===== src/rtl/lock_supervisor.sv =====
// Keypad lock sequencer: synchronises enter/digit, walks the code, tracks failures,
// enforces a timed lockout and supports reprogramming while unlocked.
module lock_supervisor #(
  parameter int unsigned CODE_LEN       = 4,
  parameter int unsigned MAX_FAILS      = 3,
  parameter int unsigned LOCKOUT_CYCLES = 1000,
  parameter logic [15:0] DEFAULT_CODE   = 16'h1234
) (
  input  logic       clk,
  input  logic       reset,
  input  logic       enter_raw,
  input  logic [3:0] digit_raw,
  input  logic       prog_req,
  input  logic       relock,
  output logic       locked,
  output logic       unlocked,
  output logic       error,
  output logic       lockout,
  output logic [1:0] fail_count,
  output logic [1:0] digit_idx,
  output logic [2:0] state_code
);

  localparam int unsigned TW         = (LOCKOUT_CYCLES > 2) ? $clog2(LOCKOUT_CYCLES) : 1;
  localparam logic [1:0]  LAST_IDX   = 2'(CODE_LEN - 1);
  localparam logic [1:0]  FAIL_MAX   = 2'(MAX_FAILS);
  localparam logic [TW-1:0] TIMER_INIT = TW'(LOCKOUT_CYCLES - 1);

  typedef enum logic [2:0] {
    S_LOCKED   = 3'b000,
    S_ENTRY    = 3'b001,
    S_ERROR    = 3'b010,
    S_UNLOCKED = 3'b011,
    S_LOCKOUT  = 3'b100,
    S_PROGRAM  = 3'b101
  } state_e;

  // Digit 0 lives in the top nibble.
  function automatic logic [3:0] nib(input logic [15:0] v, input logic [1:0] i);
    logic [3:0] r;
    case (i)
      2'd0:    r = v[15:12];
      2'd1:    r = v[11:8];
      2'd2:    r = v[7:4];
      default: r = v[3:0];
    endcase
    return r;
  endfunction

  function automatic logic [15:0] set_nib(input logic [15:0] v, input logic [1:0] i,
                                          input logic [3:0] d);
    logic [15:0] r;
    r = v;
    case (i)
      2'd0:    r[15:12] = d;
      2'd1:    r[11:8]  = d;
      2'd2:    r[7:4]   = d;
      default: r[3:0]   = d;
    endcase
    return r;
  endfunction

  state_e        state_q, state_d;
  logic [15:0]   code_q, code_d;
  logic [15:0]   shadow_q, shadow_d;
  logic [1:0]    digit_idx_q, digit_idx_d;
  logic [1:0]    fail_count_q, fail_count_d;
  logic [TW-1:0] timer_q, timer_d;
  logic          enter_s1_q, enter_s2_q, enter_prev_q;
  logic [3:0]    digit_s1_q, digit_s2_q;
  logic          locked_q, locked_d;
  logic          unlocked_q, unlocked_d;
  logic          error_q, error_d;
  logic          lockout_q, lockout_d;

  logic enter_pulse;
  logic digit_match;

  assign enter_pulse = enter_s2_q & ~enter_prev_q;
  assign digit_match = (digit_s2_q == nib(code_q, digit_idx_q));

  // Next-state and datapath; indicators decode from the next state.
  always_comb begin
    state_d      = state_q;
    code_d       = code_q;
    shadow_d     = shadow_q;
    digit_idx_d  = digit_idx_q;
    fail_count_d = fail_count_q;
    timer_d      = timer_q;

    case (state_q)
      S_LOCKED, S_ENTRY: begin
        if (enter_pulse) begin
          if (digit_match) begin
            if (digit_idx_q == LAST_IDX) begin
              state_d      = S_UNLOCKED;
              digit_idx_d  = 2'd0;
              fail_count_d = 2'd0;
            end else begin
              state_d     = S_ENTRY;
              digit_idx_d = digit_idx_q + 2'd1;
            end
          end else begin
            state_d     = S_ERROR;
            digit_idx_d = 2'd0;
            if (fail_count_q < FAIL_MAX) fail_count_d = fail_count_q + 2'd1;
          end
        end
      end
      S_ERROR: begin
        if (!enter_s2_q) begin
          if (fail_count_q == FAIL_MAX) begin
            state_d = S_LOCKOUT;
            timer_d = TIMER_INIT;
          end else begin
            state_d = S_LOCKED;
          end
        end
      end
      S_LOCKOUT: begin
        if (timer_q == '0) begin
          state_d      = S_LOCKED;
          fail_count_d = 2'd0;
        end else begin
          timer_d = timer_q - TW'(1);
        end
      end
      S_UNLOCKED: begin
        if (relock) begin
          state_d = S_LOCKED;
        end else if (enter_pulse && prog_req) begin
          state_d     = S_PROGRAM;
          digit_idx_d = 2'd0;
          shadow_d    = '0;
        end
      end
      S_PROGRAM: begin
        if (relock) begin
          state_d     = S_LOCKED;
          digit_idx_d = 2'd0;
          shadow_d    = '0;
        end else if (enter_pulse) begin
          shadow_d = set_nib(shadow_q, digit_idx_q, digit_s2_q);
          if (digit_idx_q == LAST_IDX) begin
            // Only the active nibbles are committed; unused ones keep their value.
            for (int unsigned i = 0; i < 4; i++) begin
              if (i < CODE_LEN) code_d = set_nib(code_d, 2'(i), nib(shadow_d, 2'(i)));
            end
            state_d     = S_LOCKED;
            digit_idx_d = 2'd0;
          end else begin
            digit_idx_d = digit_idx_q + 2'd1;
          end
        end
      end
      default: state_d = S_LOCKED;
    endcase

    locked_d   = (state_d == S_LOCKED) || (state_d == S_ENTRY) ||
                 (state_d == S_ERROR)  || (state_d == S_LOCKOUT);
    unlocked_d = (state_d == S_UNLOCKED) || (state_d == S_PROGRAM);
    error_d    = (state_d == S_ERROR);
    lockout_d  = (state_d == S_LOCKOUT);
  end

  // Enter sync flops reset high so a key held through reset yields no pulse.
  always_ff @(posedge clk or posedge reset) begin
    if (reset) begin
      state_q      <= S_LOCKED;
      code_q       <= DEFAULT_CODE;
      shadow_q     <= '0;
      digit_idx_q  <= 2'd0;
      fail_count_q <= 2'd0;
      timer_q      <= '0;
      enter_s1_q   <= 1'b1;
      enter_s2_q   <= 1'b1;
      enter_prev_q <= 1'b1;
      digit_s1_q   <= 4'd0;
      digit_s2_q   <= 4'd0;
      locked_q     <= 1'b1;
      unlocked_q   <= 1'b0;
      error_q      <= 1'b0;
      lockout_q    <= 1'b0;
    end else begin
      state_q      <= state_d;
      code_q       <= code_d;
      shadow_q     <= shadow_d;
      digit_idx_q  <= digit_idx_d;
      fail_count_q <= fail_count_d;
      timer_q      <= timer_d;
      enter_s1_q   <= enter_raw;
      enter_s2_q   <= enter_s1_q;
      enter_prev_q <= enter_s2_q;
      digit_s1_q   <= digit_raw;
      digit_s2_q   <= digit_s1_q;
      locked_q     <= locked_d;
      unlocked_q   <= unlocked_d;
      error_q      <= error_d;
      lockout_q    <= lockout_d;
    end
  end

  assign locked     = locked_q;
  assign unlocked   = unlocked_q;
  assign error      = error_q;
  assign lockout    = lockout_q;
  assign fail_count = fail_count_q;
  assign digit_idx  = digit_idx_q;
  assign state_code = state_q;

endmodule


===== config.mk =====
export PLATFORM = sky130hd
export DESIGN_NAME = lock_supervisor
export DESIGN_NICKNAME = d
export VERILOG_FILES = /design/src/rtl/lock_supervisor.sv
export SDC_FILE = /design/constraint.sdc
export NUM_CORES = 1
export LEC_CHECK = 0
export ABC_CLOCK_PERIOD_IN_PS = 3600
export CAP_MARGIN = 20
export CELL_PAD_IN_SITES_DETAIL_PLACEMENT = 1
export CELL_PAD_IN_SITES_GLOBAL_PLACEMENT = 1
export CORE_MARGIN = 1
export CORE_UTILIZATION = 50
export DETAILED_ROUTE_END_ITERATION = 6
export GPL_TIMING_DRIVEN = 1
export PLACE_DENSITY_LB_ADDON = 0.1
export SYNTH_ARGS = -nofsm -noshare
export SYNTH_HDL_FRONTEND = slang
export SYNTH_SLANG_ARGS = --single-unit

===== constraint.sdc =====
create_clock -name clk -period 3.6 [get_ports clk]
set_clock_uncertainty 0.1 [all_clocks]
set_input_delay 0.54 -clock clk [delete_from_list [all_inputs] [get_ports clk]]
set_output_delay 0.54 -clock clk [all_outputs]
set_load 0.01 [all_outputs]

==> results of run 1 <==
-- worst max path at each step --
| stage | slack [ps] | end | depth (start not counted) | start |
|---|---|---|---|---|
| global route | 460 | locked$_DFF_PP1_ | 8 | digit_idx[0]$_DFFE_PP0P_ |
| detailed placement | 720 | locked$_DFF_PP1_ | 8 | digit_idx[0]$_DFFE_PP0P_ |
| CTS | 630 | locked$_DFF_PP1_ | 8 | digit_idx[0]$_DFFE_PP0P_ |
| floorplan | 1100 | digit_idx[0]$_DFFE_PP0P_ | 10 | digit_idx[0]$_DFFE_PP0P_ |
| global placement | 870 | locked$_DFF_PP1_ | 8 | digit_idx[0]$_DFFE_PP0P_ |
| finish | 650 | locked$_DFF_PP1_ | 8 | digit_idx[0]$_DFFE_PP0P_ |
-- where the power goes --
group / switching [mW] / internal (mW)
clock: 0.263 / 0.388
sequential: 0.0955 / 0.763
combinational: 0.198 / 0.194
-- metrics by stage --
step,cell area (µm²),hold slack (ps),cells
after floorplan,2860,231,263
after global placement,3120,233,343
after detailed placement,3120,236,343
after CTS,3320,250,359
after global routing,3320,264,359
final,3320,247,359
-- logic make-up (layout without fill, tap and decap cells) --
logic type	count (synthesis)	after routing
fa+ha+maj	6	6
simple gates	75	75
flops	60	60
compound gates	70	70
xor+xnor	10	10
buf+inv	25	49
mux	17	17
-- cell usage in the layout, fill, tap and decap left out, drive strengths merged, types with 6 or more instances in the layout --
| cell | n |
|---|---|
| nand2 | 9 |
| clkdlybuf4s50 | 19 |
| o21ai | 15 |
| mux2i | 13 |
| nor2b | 13 |
| clkbuf | 11 |
| dfrtp | 51 |
| xnor2 | 8 |
| buf | 6 |
| dfstp | 9 |
| ha | 6 |
| inv | 8 |
| a21oi | 22 |
| nor2 | 23 |
| a32o | 12 |
-- flip-flops by register name, summed over array words and instances, names as in the netlist, 2 cells and up --
| register | flops |
|---|---|
| code_q | 16 |
| shadow_q | 12 |
| digit_idx | 2 |
| digit_s2_q | 4 |
| timer_q | 10 |
| digit_s1_q | 4 |
| fail_count | 2 |
| state_code | 3 |
-- final cells by class --
| type | count | area [µm²] | share of cell area [%] |
|---|---|---|---|
| clock buffers | 11 | 131 | 3.95 |
| inverters | 8 | 30.0 | 0.903 |
| clock inverters | 5 | 77.6 | 2.33 |
| multi-input cells | 178 | 1250 | 37.5 |
| flip-flops and latches | 60 | 1510 | 45.5 |
| well taps | 72 | 90.1 | 2.71 |
| repair buffers | 25 | 235 | 7.08 |
-- routing by layer --
metal	share of wire (%)	GRT usage, %	wire length [µm]
met1	48	32.5	3000
met2	45	34.9	2780
met3	3.6	5.76	221
met4	3.4	13.6	214
met5	0	0	0
-- critical path: cells and delay by family (launching register included) --
kind            cells  cell delay (ps)
xor+xnor            1              160
buf+inv             1              150
fa+ha+maj           1              520
flops               1              410
compound gates      2              490
simple gates        3             1040
==> results.toml, run 1 <==
[status]
outcome = "complete, no violations"

[timing]
slew_headroom_pct = 51.7
slew_violations = 0
worst_pin_slew_ps = 723
setup_slack_ps = 650
finalSetupViolCount = 0
fin_crit_ps = 2950
tns_ps = 0
grt_setup_unrepaired = "no"
fin_crit_sh_pct = 82.0
hold_viol = 0
max_freq_mhz = 339

[logic_synthesis]
synth-seq-cells = 60
synth_edf_count = 0
synth_common_cells = "dfrtp_1, nor2_1, a21oi_1"
ys_async_sr_fraction_pct = 100
yosys.area_share.adder_pct = 2.63
synthMuxAreaShare_pct = 6.13
synthXorXnorAreaFrac_pct = 3.07
yosysMostFrequentCell = "dfrtp_1"
synth_top_area_share_pct = 44.7
yosys.area_share.simple_pct = 14.9
yosysTopAreaCell = "dfrtp_1"
ys.flop_type = "dfrtp_1"
synthCells = 263
synth_top_family_by_area = "compound AO/OA/AOI/OAI gates"
synth_compound_area_share_pct = 16.8
syn_area_per_cell_um2 = 10.9
netlist_area_um2 = 2860
ys_warn_count = 0
yosysSeqAreaShare_pct = 53.0
syn_nets = 278
synth_cell_types = 44
ys_top_cells_by_area = "dfrtp_1, dfstp_2, mux2i_1"

[global_routing]
grt_overflow = 0
antenna_found_initial = 0
grt_pass1_vias = 2180
grt_max_degree = 29
track_usage_pct = 23.9
grt_pass1_wl_mm = 10.8

[power_and_ir_drop]
power_density_nw_per_um2 = 572
power_mw = 1.90
peakVddDrop_v = 0.000401
p_leak_nw = 1.45

[placement]
gp_congestion = 0.775
portBuffers = 19
hpwl_mm = 4.22
pre_cts_slack_ps = 723

[setup_path]
path_cells = "inv_1 -> ha_1 -> a222oi_1 -> a21oi_1 -> xnor2_1 -> nand4_1 -> and2_1 -> or3_1"
cp.required_ps = 3760
crit_path_max_fanout = 13
crit_arrival_ps = 3110
r2r-start = "digit_idx[0]$_DFFE_PP0P_"
slowest_stage = "ha_1"
reg2reg_slack_ps = 650
r2r-end = "locked$_DFF_PP1_"
reg2reg_depth = 8
crit_path_start_kind = "register"
slowest_delay_ps = 520
end_kind = "register"
worst-setup-path-type = "reg -> reg"

[floorplan]
die_x_um = 77.6
fp.dieH_um = 77.6
fp.coreArea_um2 = 5510
num_io_pins = 20
start_util_pct = 51.9
rows = 27
die-area_um2 = 6020

[finish]
area_growth_pct = 16.4
postLayoutCoreUtil_pct = 60.4
fill_cells = 599
diodes = 0
nNetsFinal = 297
drive_gt1_share_pct = 13.9

[run]
maxCapViolCount = 0

[clock_network]
clkTransAtPathRegs_ps = 60
clockBufferDepth = 2
cts_resized = 0
hold_buffers = 0
cts.sinks = 60
htree_num_levels = 3
clk_latency_ps = 340
numCtsBuffers = 9
root_buffer = "clkbuf_8"
cts_tree = "yes"
post_cts_buffers = 0

[drt]
wl_mm = 6.22
wire_per_inst_um = 17.3
vias = 2111
drcViolationCount = 0
drtIter0Drc = 119
antenna_left = 0
via_per_inst = 5.88
drt-pass1-iter-count = 4

[worst_hold_path]
min_from = "digit_s1_q[1]$_DFF_PP0_"
min_path_cells = 0
hp-class = "reg -> reg"
whs_endpoint = "digit_s2_q[1]$_DFF_PP0_"
Note: power is estimated with default switching activity, not from simulation.
==> run 2: changes to the inputs <==
Settings changed: ABC_CLOCK_PERIOD_IN_PS 3600 to 2700, CORE_UTILIZATION 50 to 42.
Clock period 3.6 ns to 2.7 ns, I/O delays scaled along.
==> run 2 against run 1 <==
  * The run now ends with design-rule violations left
  * Maximum frequency increased by 19%
  * Global-route usage decreased by 3.9 points
  * Setup slack got worse by 420 ps
  * Power increased by 33%
  * Flip-flop and latch count unchanged
  * Non-clock buffer count increased by 9
  * Largest power group unchanged
==> results.toml, run 2 (synthesized netlist as in run 1, its figures left out) <==
[power_and_ir_drop]
power.switching_uw = 800
power_frac_clock_pct = 33.3
p_leak_nw = 1.49
peakVddDrop_v = 0.000488
seqPwrFrac_pct = 45.1
power_mw = 2.53
pwr-share-comb_pct = 21.7
power_density_nw_per_um2 = 741
p_sw_share_pct = 31.6
intPower_mw = 1.73

[timing]
setup_slack_ps = 228
slew_violations = 0
worst_pin_slew_ps = 651
fin_crit_ps = 2470
hold_viol = 0
slew_headroom_pct = 56.1
grt_setup_unrepaired = "yes"
max_freq_mhz = 405
finalSetupViolCount = 0
fin_crit_sh_pct = 91.5
tns_ps = 0
worst_hold_slack_ps = 251

[finish]
top_register = "code_q"
reg_top3 = "code_q (16), shadow_q (12), timer_q (10)"
multi_input_area_um2 = 1260
drive_gt1_share_pct = 17.9
layout_commonest_cell = "dfrtp_1"
final_cells = 373
fin_area_um2 = 3420
largest_reg_flops = 16
nNetsFinal = 306
postLayoutCoreUtil_pct = 52.9
area_growth_pct = 19.7
layout_common_cells = "dfrtp_1, nor2_1, a21oi_1, clkdlybuf4s50_1, o21ai_0"
diodes = 0
seq_area_um2 = 1510
fill_cells = 711

[placement]
hpwl_mm = 4.46
place_area_um2 = 3200
gp_congestion = 0.757
pre_cts_slack_ps = 199
portBuffers = 19
placed_cells_incl_taps = 357

[global_routing]
grt_pass1_vias = 2137
busiest_layer = "met2"
antenna_found_initial = 0
grt_use_met2_pct = 29.9
grt_max_degree = 36
grt_overflow = 0
track_usage_pct = 20.0
grt_pass1_wl_mm = 10.9
use_met1_pct = 28.5
grtUsageMet3_pct = 5.60

[drt]
wire_per_inst_um = 16.9
via_per_inst = 5.56
antenna_left = 0
drt-pass1-iter-count = 6
vias = 2074
drtIter0Drc = 112
wl_mm = 6.32
drcViolationCount = 2

[floorplan]
fp.coreArea_um2 = 6460
die_x_um = 84.5
fp.dieH_um = 84.5
num_io_pins = 20
rows = 29
die-area_um2 = 7130
start_util_pct = 44.2

[setup_path]
crit_arrival_ps = 2640
r2r-end = "locked$_DFF_PP1_"
reg2reg_depth = 6
r2r-start = "state_code[2]$_DFF_PP0_"
end_kind = "register"
crit_path_start_kind = "register"
crit_path_max_fanout = 12
worst-setup-path-type = "reg -> reg"
cp.required_ps = 2870
reg2reg_slack_ps = 230

[run]
maxCapViolCount = 0

[worst_hold_path]
hp-class = "reg -> reg"
min_from = "digit_s1_q[0]$_DFF_PP0_"
min_path_cells = 0
whs_endpoint = "digit_s2_q[0]$_DFF_PP0_"

[clock_network]
clockBufferDepth = 2
cts_tree = "yes"
clkTransAtPathRegs_ps = 80
clk_latency_ps = 340
htree_num_levels = 3
root_buffer = "clkbuf_8"
hold_buffers = 0
cts.sinks = 60
numCtsBuffers = 9

[status]
failed_checks = "design-rule violations"
outcome = "finished with violations"
-- run 2: worst max-delay path by stage --
stage                                   startpoint                   endpoint  slack (ps)  depth (start not counted)
after global placement                    prog_req    shadow_q[6]$_DFFE_PP0P_         210                          6
after global routing      digit_idx[0]$_DFFE_PP0P_  fail_count[1]$_DFFE_PP0P_         -10                          9
final                      state_code[2]$_DFF_PP0_           locked$_DFF_PP1_         230                          6
after floorplan           digit_idx[0]$_DFFE_PP0P_   digit_idx[0]$_DFFE_PP0P_         200                         10
after CTS                     enter_s2_q$_DFF_PP1_   shadow_q[15]$_DFFE_PP0P_         140                          7
after detailed placement                  prog_req   shadow_q[15]$_DFFE_PP0P_         200                          6
-- run 2: final cells by class --
class                           instances  share of cell area, %
Timing Repair Buffer                   34                   9.23
Multi-Input combinational cell        178                   36.8
Tap cell                               77                   2.82
Sequential cell                        60                   44.3
Inverter                                8                  0.879
Clock inverter                          7                   2.38
Clock buffer                            9                   3.63
-- run 2: layer usage --
metal | vias to the layer above | share of wire [%]
met5 | - | 0
met4 | 0 | 0.46
met3 | 2 | 2.7
met2 | 26 | 46
met1 | 1046 | 51
li1 | 1000 | -
-- run 2: repair_timing --
item / CTS / global route
endpoints found under the hold margin: 0 / 0
endpoints found under the setup margin: 0 / 15
resized for setup: 0 / 2
setup buffers: 0 / 0
-- run 2: power groups by stage --
stage                     registers (mW)  clock network [mW]  logic [mW]
after global placement              1.15                   0       0.537
final                               1.14               0.842       0.548
after global routing                1.17               0.901       0.618
after floorplan                     1.13                   0       0.364
after detailed placement            1.15                   0       0.548
after CTS                           1.14               0.871       0.552
-- run 2: worst max-delay path, stage by stage, from the launching register on --
cell	delay [ps]
dfrtp_1	540
nor3b_1	520
o41a_1	370
nand2b_4	200
nand3b_4	160
a32oi_1	130
or3_1	380
==> run 3: changes to the inputs <==
Settings changed: CTS_CLUSTER_DIAMETER set to 30.
==> results of run 3 <==
The final DEF is identical to that of run 2; final timing and power are the same.
